**src/rtl/dg0045_ram_sequencer.sv**
```systemverilog
//------------------------------------------------------------------------------
// dg0045_ram_sequencer
//
// Initiator-side controller for the DG0045 nibble RAM (2**ADDR_W x DATA_W).
// It takes one request at a time from game logic and drives the RAM's
// address, write data and write strobe. Supported operations are READ,
// WRITE, nibble ADD (read-modify-write with carry out) and CLEAR-ALL.
// The result comes back on a valid/ready response channel.
//
// Every output is a flop. The combinational block computes the next value of
// each output, so all outputs change only on a clock edge or on reset.
//
// Ports
//   RAM_clk    in   1       sole clock, rising edge
//   rst_n      in   1       asynchronous active-low reset
//   req_valid  in   1       request present
//   req_ready  out  1       sequencer can accept (high only in IDLE)
//   req_op     in   2       00 READ, 01 WRITE, 10 ADD, 11 CLEAR-ALL
//   req_addr   in   ADDR_W  target word (ignored for CLEAR-ALL)
//   req_data   in   DATA_W  write data / addend
//   rsp_valid  out  1       response present, held until rsp_ready
//   rsp_ready  in   1       consumer accepts response
//   rsp_data   out  DATA_W  READ: word read, ADD: sum written, else 0
//   rsp_carry  out  1       ADD: carry out of the sum, else 0
//   ram_addr   out  ADDR_W  RAM address
//   ram_din    out  DATA_W  RAM write data
//   ram_we     out  1       RAM write strobe, one cycle per written word
//   ram_dout   in   DATA_W  RAM asynchronous read data
//------------------------------------------------------------------------------
`timescale 1ns/1ps

module dg0045_ram_sequencer #(
   parameter int unsigned       ADDR_W    = 6,
   parameter int unsigned       DATA_W    = 4,
   parameter logic [DATA_W-1:0] CLEAR_VAL = 4'h0
) (
   input  logic              RAM_clk,
   input  logic              rst_n,
   input  logic              req_valid,
   output logic              req_ready,
   input  logic [1:0]        req_op,
   input  logic [ADDR_W-1:0] req_addr,
   input  logic [DATA_W-1:0] req_data,
   output logic              rsp_valid,
   input  logic              rsp_ready,
   output logic [DATA_W-1:0] rsp_data,
   output logic              rsp_carry,
   output logic [ADDR_W-1:0] ram_addr,
   output logic [DATA_W-1:0] ram_din,
   output logic              ram_we,
   input  logic [DATA_W-1:0] ram_dout
);

   typedef enum logic [2:0] {
      S_IDLE   = 3'd0,
      S_RD     = 3'd1,
      S_WR     = 3'd2,
      S_RMW_RD = 3'd3,
      S_RMW_WR = 3'd4,
      S_CLR    = 3'd5,
      S_RESP   = 3'd6
   } state_t;

   localparam logic [ADDR_W-1:0] CNT_ONE  = {{(ADDR_W-1){1'b0}}, 1'b1};
   localparam logic [ADDR_W-1:0] CNT_LAST = {ADDR_W{1'b1}};

   state_t              r_state;
   logic                r_req_ready;
   logic                r_rsp_valid;
   logic [DATA_W-1:0]   r_rsp_data;
   logic                r_rsp_carry;
   logic [ADDR_W-1:0]   r_ram_addr;
   logic [DATA_W-1:0]   r_ram_din;
   logic                r_ram_we;
   logic [ADDR_W-1:0]   r_clr_cnt;
   logic [DATA_W-1:0]   r_data;
   logic [DATA_W:0]     r_sum;

   state_t              w_state_nxt;
   logic                w_req_ready_nxt;
   logic                w_rsp_valid_nxt;
   logic [DATA_W-1:0]   w_rsp_data_nxt;
   logic                w_rsp_carry_nxt;
   logic [ADDR_W-1:0]   w_ram_addr_nxt;
   logic [DATA_W-1:0]   w_ram_din_nxt;
   logic                w_ram_we_nxt;
   logic [ADDR_W-1:0]   w_clr_cnt_nxt;
   logic [DATA_W-1:0]   w_data_nxt;
   logic [DATA_W:0]     w_sum_nxt;
   logic [DATA_W:0]     w_sum;

   assign req_ready = r_req_ready;
   assign rsp_valid = r_rsp_valid;
   assign rsp_data  = r_rsp_data;
   assign rsp_carry = r_rsp_carry;
   assign ram_addr  = r_ram_addr;
   assign ram_din   = r_ram_din;
   assign ram_we    = r_ram_we;

   // Next-state and next-output logic; every register holds unless a state says otherwise.
   always_comb begin
      w_state_nxt     = r_state;
      w_req_ready_nxt = r_req_ready;
      w_rsp_valid_nxt = r_rsp_valid;
      w_rsp_data_nxt  = r_rsp_data;
      w_rsp_carry_nxt = r_rsp_carry;
      w_ram_addr_nxt  = r_ram_addr;
      w_ram_din_nxt   = r_ram_din;
      w_ram_we_nxt    = 1'b0;
      w_clr_cnt_nxt   = r_clr_cnt;
      w_data_nxt      = r_data;
      w_sum_nxt       = r_sum;
      // Unsigned DATA_W+1 bit sum so the top bit is the carry.
      w_sum           = {1'b0, ram_dout} + {1'b0, r_data};

      case (r_state)
         S_IDLE: begin
            if (req_valid) begin
               // The address goes straight into the ram_addr flop, so the
               // RAM is already addressed in the first cycle after accept.
               w_req_ready_nxt = 1'b0;
               w_data_nxt      = req_data;
               w_ram_addr_nxt  = req_addr;
               case (req_op)
                  2'b00: begin
                     w_state_nxt = S_RD;
                  end
                  2'b01: begin
                     w_state_nxt   = S_WR;
                     w_ram_din_nxt = req_data;
                     w_ram_we_nxt  = 1'b1;
                  end
                  2'b10: begin
                     w_state_nxt = S_RMW_RD;
                  end
                  2'b11: begin
                     w_state_nxt    = S_CLR;
                     w_ram_addr_nxt = {ADDR_W{1'b0}};
                     w_ram_din_nxt  = CLEAR_VAL;
                     w_ram_we_nxt   = 1'b1;
                     w_clr_cnt_nxt  = {ADDR_W{1'b0}};
                  end
                  default: begin
                     w_state_nxt     = S_IDLE;
                     w_req_ready_nxt = 1'b1;
                  end
               endcase
            end else begin
               w_state_nxt = S_IDLE;
            end
         end

         S_RD: begin
            w_rsp_data_nxt  = ram_dout;
            w_rsp_carry_nxt = 1'b0;
            w_rsp_valid_nxt = 1'b1;
            w_state_nxt     = S_RESP;
         end

         S_WR: begin
            w_rsp_data_nxt  = {DATA_W{1'b0}};
            w_rsp_carry_nxt = 1'b0;
            w_rsp_valid_nxt = 1'b1;
            w_state_nxt     = S_RESP;
         end

         S_RMW_RD: begin
            w_sum_nxt     = w_sum;
            w_ram_din_nxt = w_sum[DATA_W-1:0];
            w_ram_we_nxt  = 1'b1;
            w_state_nxt   = S_RMW_WR;
         end

         S_RMW_WR: begin
            w_rsp_data_nxt  = r_sum[DATA_W-1:0];
            w_rsp_carry_nxt = r_sum[DATA_W];
            w_rsp_valid_nxt = 1'b1;
            w_state_nxt     = S_RESP;
         end

         S_CLR: begin
            if (r_clr_cnt == CNT_LAST) begin
               // Last word is being written this cycle; counter wraps to 0.
               w_clr_cnt_nxt   = {ADDR_W{1'b0}};
               w_rsp_data_nxt  = {DATA_W{1'b0}};
               w_rsp_carry_nxt = 1'b0;
               w_rsp_valid_nxt = 1'b1;
               w_state_nxt     = S_RESP;
            end else begin
               w_clr_cnt_nxt  = r_clr_cnt + CNT_ONE;
               w_ram_addr_nxt = r_clr_cnt + CNT_ONE;
               w_ram_we_nxt   = 1'b1;
               w_state_nxt    = S_CLR;
            end
         end

         S_RESP: begin
            if (rsp_ready) begin
               w_rsp_valid_nxt = 1'b0;
               w_req_ready_nxt = 1'b1;
               w_state_nxt     = S_IDLE;
            end else begin
               w_state_nxt = S_RESP;
            end
         end

         default: begin
            w_state_nxt     = S_IDLE;
            w_req_ready_nxt = 1'b1;
            w_rsp_valid_nxt = 1'b0;
         end
      endcase
   end

   // State and output registers; reset aborts any sequence in progress.
   always_ff @(posedge RAM_clk or negedge rst_n) begin
      if (!rst_n) begin
         r_state     <= S_IDLE;
         r_req_ready <= 1'b1;
         r_rsp_valid <= 1'b0;
         r_rsp_data  <= {DATA_W{1'b0}};
         r_rsp_carry <= 1'b0;
         r_ram_addr  <= {ADDR_W{1'b0}};
         r_ram_din   <= {DATA_W{1'b0}};
         r_ram_we    <= 1'b0;
         r_clr_cnt   <= {ADDR_W{1'b0}};
         r_data      <= {DATA_W{1'b0}};
         r_sum       <= {(DATA_W+1){1'b0}};
      end else begin
         r_state     <= w_state_nxt;
         r_req_ready <= w_req_ready_nxt;
         r_rsp_valid <= w_rsp_valid_nxt;
         r_rsp_data  <= w_rsp_data_nxt;
         r_rsp_carry <= w_rsp_carry_nxt;
         r_ram_addr  <= w_ram_addr_nxt;
         r_ram_din   <= w_ram_din_nxt;
         r_ram_we    <= w_ram_we_nxt;
         r_clr_cnt   <= w_clr_cnt_nxt;
         r_data      <= w_data_nxt;
         r_sum       <= w_sum_nxt;
      end
   end

endmodule

```
**config.mk**
```make
export PLATFORM = sky130hd
export DESIGN_NAME = dg0045_ram_sequencer
export DESIGN_NICKNAME = d
export VERILOG_FILES = /design/src/rtl/dg0045_ram_sequencer.sv
export SDC_FILE = /design/constraint.sdc
export NUM_CORES = 1
export LEC_CHECK = 0
export ABC_AREA = 1
export CORE_ASPECT_RATIO = 1.1
export CORE_UTILIZATION = 50
export CTS_BUF_LIST = sky130_fd_sc_hd__clkbuf_8
export DETAILED_ROUTE_END_ITERATION = 6
export PLACE_DENSITY_LB_ADDON = 0.1
export SYNTH_ARGS = -nofsm -noshare
export SYNTH_HDL_FRONTEND = slang
export SYNTH_SLANG_ARGS = --single-unit
```
**constraint.sdc**
```tcl
create_clock -name RAM_clk -period 2.05 [get_ports RAM_clk]
set_clock_uncertainty 0.05 [all_clocks]
set_input_delay 0.615 -clock RAM_clk [delete_from_list [all_inputs] [get_ports RAM_clk]]
set_output_delay 0.615 -clock RAM_clk [all_outputs]
set_load 0.005 [all_outputs]
```
==> metrics.log <==
[metrics] number of warnings reported in the yosys synthesis log: 0
[metrics] GP Congestion: 0.877
[metrics] length in cells of the worst reg-to-reg path: 6
[metrics] Setup WS pre-CTS: -369 ps
[metrics] Mapped Cells: 262
[metrics] max_slew headroom: 70.3%
[metrics] DP Area: 2450 um2
[metrics] antenna diode instance count: 0
[metrics] Area Growth Syn to Fin: 29.5%
[metrics] finished layout cell area: 2570 um2
[metrics] router iterations before antenna repair: 4
[metrics] highest clock frequency the design can meet: 501 MHz
[metrics] Root Buffer: sky130_fd_sc_hd__clkbuf_8
[metrics] status: completed
[metrics] Sink Count: 36
[metrics] global-route wire length before repair: 7250 um
[metrics] Layout fillers: 302
[metrics] slew at the pin closest to its max-slew limit: 445 ps
[metrics] cell with the most instances after synthesis: sky130_fd_sc_hd__nand2_1
[metrics] leakage power total: 1.32 nW
[metrics] CP Capture Type: primary output
[metrics] post-synthesis sequential element count: 36
[metrics] number of buffers inserted by hold repair at cts: 0
[metrics] area share of the largest cell type after synthesis: 44.2%
[metrics] sequential share of power: 36.5%
[metrics] post-synthesis sequential area ratio: 45.5%
[metrics] Period Utilization, post-route: 97.4%
[metrics] Initial Util: 53.4%
[metrics] Max stage delay on crit path: 540 ps
[metrics] number of nets in the layout: 338
[metrics] Bufs and invs on worst path: 1
[metrics] # port buffers: 37
[metrics] number of synthesized flops with an enable pin: 0
[metrics] Sum Neg Setup Slack: 0 ps
[metrics] residual DRC count: 0
[metrics] share of flip-flops with an asynchronous set or reset: 100%
[metrics] Clk Latency, worst-skew pair: 290 ps
[metrics] number of nets still failing antenna checks after routing: 0
[metrics] fraction of layout cells with a size suffix above 1: 11.6%
[metrics] cell count along the critical path: 1
[metrics] antenna violations before repair: 0
[metrics] proportion of power drawn by the clock network: 17.5%
[metrics] total of max-cap violations: 0
[metrics] Main synth FF type: sky130_fd_sc_hd__dfrtp_1
[metrics] final number of hold-violating endpoints: 0
[metrics] worst supply voltage drop on vdd: 788 uV
[metrics] total core area: 3710 um2
[metrics] final count of negative-setup-slack endpoints: 0
[metrics] CTS tree: yes
[metrics] smallest hold slack: 425 ps
[metrics] Slew Limit Fails: 0
[metrics] Int Pwr: 2.16 mW
[metrics] Post-Synthesis Cell Area: 1980 um2
[metrics] Psw: 1.44 mW
[metrics] top-level port count: 38
[metrics] Detailed Place HPWL: 3320 um
[metrics] Critical Path, Cell by Cell: clkdlybuf4s50_1
[metrics] worst min path class: register to register
[metrics] via count of the first global-routing pass: 1719
[metrics] global routing usage summed across all routing layers: 23.9%
[metrics] Via Count: 1808
[metrics] Sw Share: 40.0%
[metrics] Num CTS Buffers: 5
[metrics] biggest area contributors in the synthesized netlist: sky130_fd_sc_hd__dfrtp_1 (44%), sky130_fd_sc_hd__nand2_1 (20%), sky130_fd_sc_hd__ha_1 (5.1%), sky130_fd_sc_hd__inv_1 (4.7%), sky130_fd_sc_hd__nand3_1 (4.3%)
[metrics] post-synth net total: 291
[metrics] most frequent cells after synthesis: sky130_fd_sc_hd__nand2_1 (104), sky130_fd_sc_hd__dfrtp_1 (35), sky130_fd_sc_hd__inv_1 (25), sky130_fd_sc_hd__nor2_1 (20)
[metrics] number of violations reported at the end of detailed-routing iteration 0: 100
[metrics] area enclosed by the die boundary: 4220 um2
[metrics] Vert. Die Dim: 68.0 um
[metrics] setup repair after global routing missed its margin: no
[metrics] gate family responsible for the most delay along the worst path: flip-flops
[metrics] final routed wire length divided by cell count: 12.4 um
[metrics] remaining global-route overflow: 0
[metrics] detail-routed via count per cell: 5.02
[metrics] number of cells on the worst hold path: 2
[metrics] min setup slack post-route: 53.4 ps
[metrics] startpoint-to-endpoint class of the critical path: register to primary output
[metrics] CP required: 1380 ps
[metrics] pwr dens: 1400 nW/um2
[metrics] distinct cell type count after synthesis: 24
[metrics] Clk pin slew, worst setup/hold paths: 80 ps
[metrics] combinational share of power: 46.0%
[metrics] critical path startpoint category: register
[metrics] horizontal extent of the die: 62.0 um
[metrics] arrival time worst endpoint: 1330 ps
[metrics] H-tree depth reported by CTS: 2
[metrics] pin count of the biggest net entering global routing: 37
[metrics] minimum clock period after layout: 2000 ps
[metrics] Synth Area per Inst: 7.56 um2
[metrics] Max Fanout on Critical Path: 2
[metrics] aggregate routed wire length: 4450 um
[metrics] Core Rows: 23
[metrics] crit path max-delay cell type: sky130_fd_sc_hd__dfstp_2
[metrics] cell type with the largest total area after synthesis: sky130_fd_sc_hd__dfrtp_1
[metrics] CTS max path bufs: 2
final cells by class:
type	count	area, um2	share of cell area, %
multi-input combinational	194	958	37.3
sequential	36	902	35.1
timing repair buffer	42	420	16.4
inverter	30	113	4.39
clock buffer	5	68.8	2.68
tap	50	62.6	2.44
clock inverter	3	42.5	1.66
registers in the layout, summed over array words and instances, names as in the netlist:
signal     flops
rsp_valid      1
rsp_data       4
r_clr_cnt      6
ram_addr       6
r_sum          5
rsp_carry      1
r_state        3
ram_din        4
r_data         4
ram_we         1
req_ready      1
power groups by stage:
stage          clock network (mW)  logic, mW  registers [mW]
3_5_place_dp                    0       1.65            1.32
5_1_grt                     0.662       1.91            1.36
4_1_cts                     0.639       1.66            1.31
3_3_place_gp                    0       1.61            1.31
6_report                    0.631       1.66            1.31
2_1_floorplan                   0       1.06            1.26
timing repair:
item                                    CTS  global route
gates resized for setup                   2             2
endpoints found under the setup margin    1             1
endpoints found under the hold margin     0             0
buffers inserted                          0             0
pin swaps                                 1             0
metrics by stage:
stage | power (mW) | util [%] | cells
finish | 3.60 | 69.2 | 360
detailed placement | 2.97 | 65.9 | 352
floorplan | 2.32 | - | 262
global route | 3.94 | 69.2 | 360
CTS | 3.61 | 69.0 | 360
global placement | 2.92 | 65.9 | 352
cells in the final DEF, fill, tap and decap left out, types with 4 or more instances in the layout:
| cell type | Yosys | final |
|---|---|---|
| sky130_fd_sc_hd__buf_4 | 1 | 4 |
| sky130_fd_sc_hd__clkbuf_8 | 0 | 5 |
| sky130_fd_sc_hd__clkdlybuf4s50_1 | 0 | 37 |
| sky130_fd_sc_hd__dfrtp_1 | 35 | 35 |
| sky130_fd_sc_hd__ha_1 | 8 | 7 |
| sky130_fd_sc_hd__inv_1 | 25 | 25 |
| sky130_fd_sc_hd__inv_2 | 5 | 5 |
| sky130_fd_sc_hd__nand2_1 | 104 | 104 |
| sky130_fd_sc_hd__nand2_2 | 5 | 5 |
| sky130_fd_sc_hd__nand3_1 | 17 | 16 |
| sky130_fd_sc_hd__nor2_1 | 20 | 20 |
| sky130_fd_sc_hd__o21ai_0 | 17 | 16 |
final timing paths:
check | to | start | slack [ps]
max reg2reg | ram_din[0]$_DFFE_PN0P_ | r_state[2]$_DFF_PN0_ | 430
min in group asynchronous | r_clr_cnt[3]$_DFFE_PN0P_ | rst_n | 640
min | ram_addr[3]$_DFFE_PN0P_ | ram_addr[3]$_DFFE_PN0P_ | 430
max in group asynchronous | req_ready$_DFFE_PN1P_ | rst_n | 1050
max | req_ready | req_ready$_DFFE_PN1P_ | 50
min reg2reg | ram_addr[3]$_DFFE_PN0P_ | ram_addr[3]$_DFFE_PN0P_ | 430
metal layers:
layer,track usage [%],wire [um],vias to the layer above
met5,0,0,-
met4,9.17,65,0
met3,5.67,187,8
met2,40.6,2180,54
met1,28.8,2030,817
li1,-,-,929
cells by family after synthesis:
logic type	synth area share, %
compound gates	7.20
fa+ha+maj	6.06
buf+inv	6.63
flops	45.5
simple gates	34.6
(Power assumes the default switching activity.)
==> edit 1, RTL diff (config.mk and constraints unchanged) <==
Make the reset (`rst_n`) synchronous in one clocked block. Comments in the files are not updated.
--- a/src/rtl/dg0045_ram_sequencer.sv
+++ b/src/rtl/dg0045_ram_sequencer.sv
@@ -213,7 +213,7 @@
    end
 
    // State and output registers; reset aborts any sequence in progress.
-   always_ff @(posedge RAM_clk or negedge rst_n) begin
+   always_ff @(posedge RAM_clk) begin
       if (!rst_n) begin
          r_state     <= S_IDLE;
          r_req_ready <= 1'b1;
Formal check against the unedited RTL: differs if rst_n is asserted again (counterexample within 4 cycles, from zero or initial values and one cycle with rst_n low); with rst_n held inactive, the same outputs for 10 cycles.
==> edit 1 against the original RTL <==
Global-route usage rose by 0.52 points. Wire length barely moved. Sequential cell count did not move. Final area fell by 3.0%. Setup slack improved by 0.025 ns. Synthesized area fell by 2.5%. Total power fell by 16%. Largest cell class unchanged. Highest routed layer unchanged.
==> edit 1: results (changes against the original RTL) <==
* DRT iter0 DRCs at 99 (-1.0%)
* Cell count after synthesis at 282 (+7.6%)
* Fill count at 357 (+18%)
* Met3 WL at 206 um (+10%)
* Synth Flop Type: dfxtp_1
* Synth unique cells at 31 (+29%)
* Ys async rst share at 0 (-1.00)
* Area of placed instances at 2370 um2 (-3.0%)
* Net Count, Synth at 311 (+6.9%)
* Vias at 1870 (+3.4%)
* Layout cells sized above 1 at 0.116 (about the same)
* WL per Instance at 11.8 um (-4.4%)
* Maximum vdd drop at 0.000670 V (-15%)
* Wl on met1 at 1910 um (-5.5%)
* Setup WS pre-CTS at -0.389 ns (-0.0200 ns)
* Pin count of the biggest net entering global routing at 16 (-57%)
* GP Congestion at 0.837 (-4.6%)
* Critical Path AT at 2.08 ns (+0.75 ns)
* Post-synthesis sequential area ratio at 0.373 (-0.0824)
* Top delay family on crit path: simple AND/OR/NAND/NOR gates
* Leak Pwr at 1.12 nW (-15%)
* DPL Wire Length at 3360 um (+1.3%)
* Max_slew headroom at 0.671 (-0.0315)
* Largest stage delay, worst path at 0.46 ns (-0.08 ns)
* Area contributors post-synth: dfxtp_1 (37%), nand2_1 (15%), nor2_1 (9.5%)
* Placed Cells incl. Taps at 369 (+4.8%)
* Status: finished clean
* First-pass GRT wire length at 7420 um (+2.4%)
* Pint at 1.86 mW (-14%)
* Met2 wire length at 2280 um (+5.0%)
* Tot GR Track Use at 0.244 (+0.00516)
* Slowest CP cell: clkdlybuf4s50_1
* Post-synth top cells: nand2_1 (75), nor2_1 (49), dfxtp_1 (36)
* PD cells at 1220 nW/um2 (-13%)
* CTS resizes at 3 (+1)
* Layout Nets at 355 (+5.0%)
* Vias in the first global route at 1780 (+3.5%)
* Via/cell ratio at 4.96 (-1.2%)
* Ys Warns at 0 (unchanged)
## edit 1: worst register-to-register path, stage by stage, from the launching register on
cell and delay (ns):
dfxtp_1 0.43, ha_1 0.24, nand3_2 0.13, o21ai_4 0.34
nand2_4 0.15, o21ai_0 0.17, nor2_1 0.07
## edit 1: stage by stage
step                      hold WS [ns]  TNS, ns
after floorplan                  0.391        0
after global placement           0.385    -1.25
after detailed placement         0.383    -1.37
after CTS                        0.406        0
after global routing             0.448        0
final                            0.402        0
## edit 1: final timing paths
check | from | end | slack [ns] | cells after the start
max | ram_dout[1] | ram_din[2] | 0.08 | 7
min | req_ready | req_ready | 0.40 | 2
max reg2reg | r_clr_cnt[0] | ram_addr[5] | 0.37 | 6
min reg2reg | req_ready | req_ready | 0.40 | 2
## edit 1: power by group through the flow
stage	combinational (mW)	sequential [mW]	clock (mW)
after floorplan	0.916	1.01	0
after global placement	1.34	1.06	0
after detailed placement	1.35	1.06	0
after CTS	1.37	1.05	0.634
after global routing	1.55	1.08	0.667
final	1.36	1.05	0.623
## edit 1: per-layer routing
layer	track usage	vias to the layer above
met5	0	-
met4	0.0852	0
met3	0.0556	5
met2	0.451	35
met1	0.267	847
li1	-	983
## edit 1: kinds of logic (layout without fill, tap and decap cells)
kind of cell,after synthesis,in the layout,synth area share
AOI/OAI and AO/OA,39,39,0.111
adders and majority gates,9,9,0.0621
buffers and inverters,33,78,0.0751
DFF,36,36,0.373
and+or+nand+nor,165,165,0.379
## edit 1: area by class of cell
cell class	count	share of cell area
Inverter	27	0.0432
Tap cell	50	0.0251
Clock buffer	5	0.0276
Sequential cell	36	0.289
Clock inverter	3	0.0171
Multi-Input combinational cell	213	0.431
Timing Repair Buffer	43	0.166
==> edit 2, RTL diff (same flow settings) <==
Made on the original files. Change the parameter `DATA_W` from 4 to 5.
--- a/src/rtl/dg0045_ram_sequencer.sv
+++ b/src/rtl/dg0045_ram_sequencer.sv
@@ -31,7 +31,7 @@
 
 module dg0045_ram_sequencer #(
    parameter int unsigned       ADDR_W    = 6,
-   parameter int unsigned       DATA_W    = 4,
+   parameter int unsigned       DATA_W    = 5,
    parameter logic [DATA_W-1:0] CLEAR_VAL = 4'h0
 ) (
    input  logic              RAM_clk,
Interface: changed (resized ram_din, ram_dout, req_data and rsp_data); port bits go from 38 to 42. The function was not compared with the original's and may differ.
==> edit 2 against the original RTL <==
Cell count up 14%. Total power up 13%. Sequential cell count up 4. Final area up 13%. First-iteration DRC count up 67%. Global-route usage up 0.13 points. Setup slack better by 0.020 ns. Largest cell class unchanged. Synthesized area up 12%. Wire length up 15%.
==> edit 2: results (changes against the original RTL) <==
* Vias in the first global route at 1895 (+10%)
* Maximum vdd drop at 0.000711 V (-9.8%)
* Layout cells sized above 1 at 0.132 (+0.0155)
* Tot GR Track Use at 0.240 (+0.00130)
* Synth Area per Inst at 7.50 um2 (-0.81%)
* Min Hold Slack at 0.222 ns (-0.204 ns)
* Seq/total area at 0.345 (-0.00670)
* Inverters at 27 (-10%)
* Layout sequential cell count at 40 (+11%)
* Area of placed instances at 2800 um2 (+14%)
* Reg2Reg Depth at 7 (+1)
* Count of input and output buffers at 41 (+11%)
* Multi-input logic cell count at 228 (+18%)
* Met2 Use GR at 0.371 (-0.0345)
* Status: finished clean
* Met2 wire length at 2320 um (+6.8%)
* Met3 WL at 200 um (+7.0%)
* Pin count of the biggest net entering global routing at 23 (-38%)
* Met3 Usage GRT at 0.0535 (-0.00325)
* Clk buf depth at 2 (unchanged)
* Post-synth top cells: nand2_1 (123), dfrtp_1 (39), nand3_1 (24)
* WL per Instance at 12.5 um (+0.69%)
* Placed Cells incl. Taps at 403 (+14%)
* Max_slew headroom at 0.675 (-0.0285)
* Vias at 2004 (+11%)
* GP Congestion at 0.853 (-2.8%)
* Met1 GRT Util at 0.338 (+0.0493)
* Worst reg2reg setup slack at 0.31 ns (-0.12 ns)
* Finished Core Util at 0.679 (-0.0131)
* Setup WS post-layout at 0.0730 ns (+0.0197 ns)
* Leak Pwr at 1.52 nW (+15%)
* ClkCell Share at 0.0370 (-0.00637)
* Critical Path AT at 1.31 ns (-0.02 ns)
* Layout non-clock buf frac at 0.177 (+0.0131)
* Via/cell ratio at 4.88 (-2.9%)
* Critical R2R Capture: rsp_data[0]
* Net Count, Synth at 328 (+13%)
* FF-to-FF Start: r_clr_cnt[0]
* Area occupied by multi-input gates at 1110 um2 (+16%)
* Synth unique cells at 25 (+4.2%)
* First-pass GRT wire length at 8650 um (+19%)
* Layout Nets at 388 (+15%)
* Area contributors post-synth: dfrtp_1 (44%), nand2_1 (21%), nand3_1 (5.4%)
## edit 2: cell types whose count changed after synthesis, moves of 2 or more
cell	delta
inv_1	-3
nand2_1	+19
o211ai_1	-2
nand4_1	-2
nand3_1	+7
dfrtp_1	+4
o21ai_0	+5
or2_2	+3
## edit 2: cells by family (layout without fill, tap and decap cells)
kind of cell    count (synthesis)  after routing  share of synthesized area
fa+ha+maj                      10             10                     0.0597
compound gates                 29             29                     0.0682
buf+inv                        28             89                     0.0479
simple gates                  189            189                      0.373
flops                          40             40                      0.451
## edit 2: power groups by stage
stage               clock [mW]  combinational, mW  sequential, mW
floorplan                    0               1.22            1.42
global route             0.683               2.26            1.48
detailed placement           0               1.98            1.46
finish                   0.641               1.98            1.44
global placement             0               1.93            1.45
CTS                      0.654               1.99            1.44
## edit 2: timing repair
| item | in CTS | in global routing |
|---|---|---|
| endpoints found under the setup margin | 1 | 1 |
| pin swaps | 0 | 1 |
| gates resized for setup | 2 | 0 |
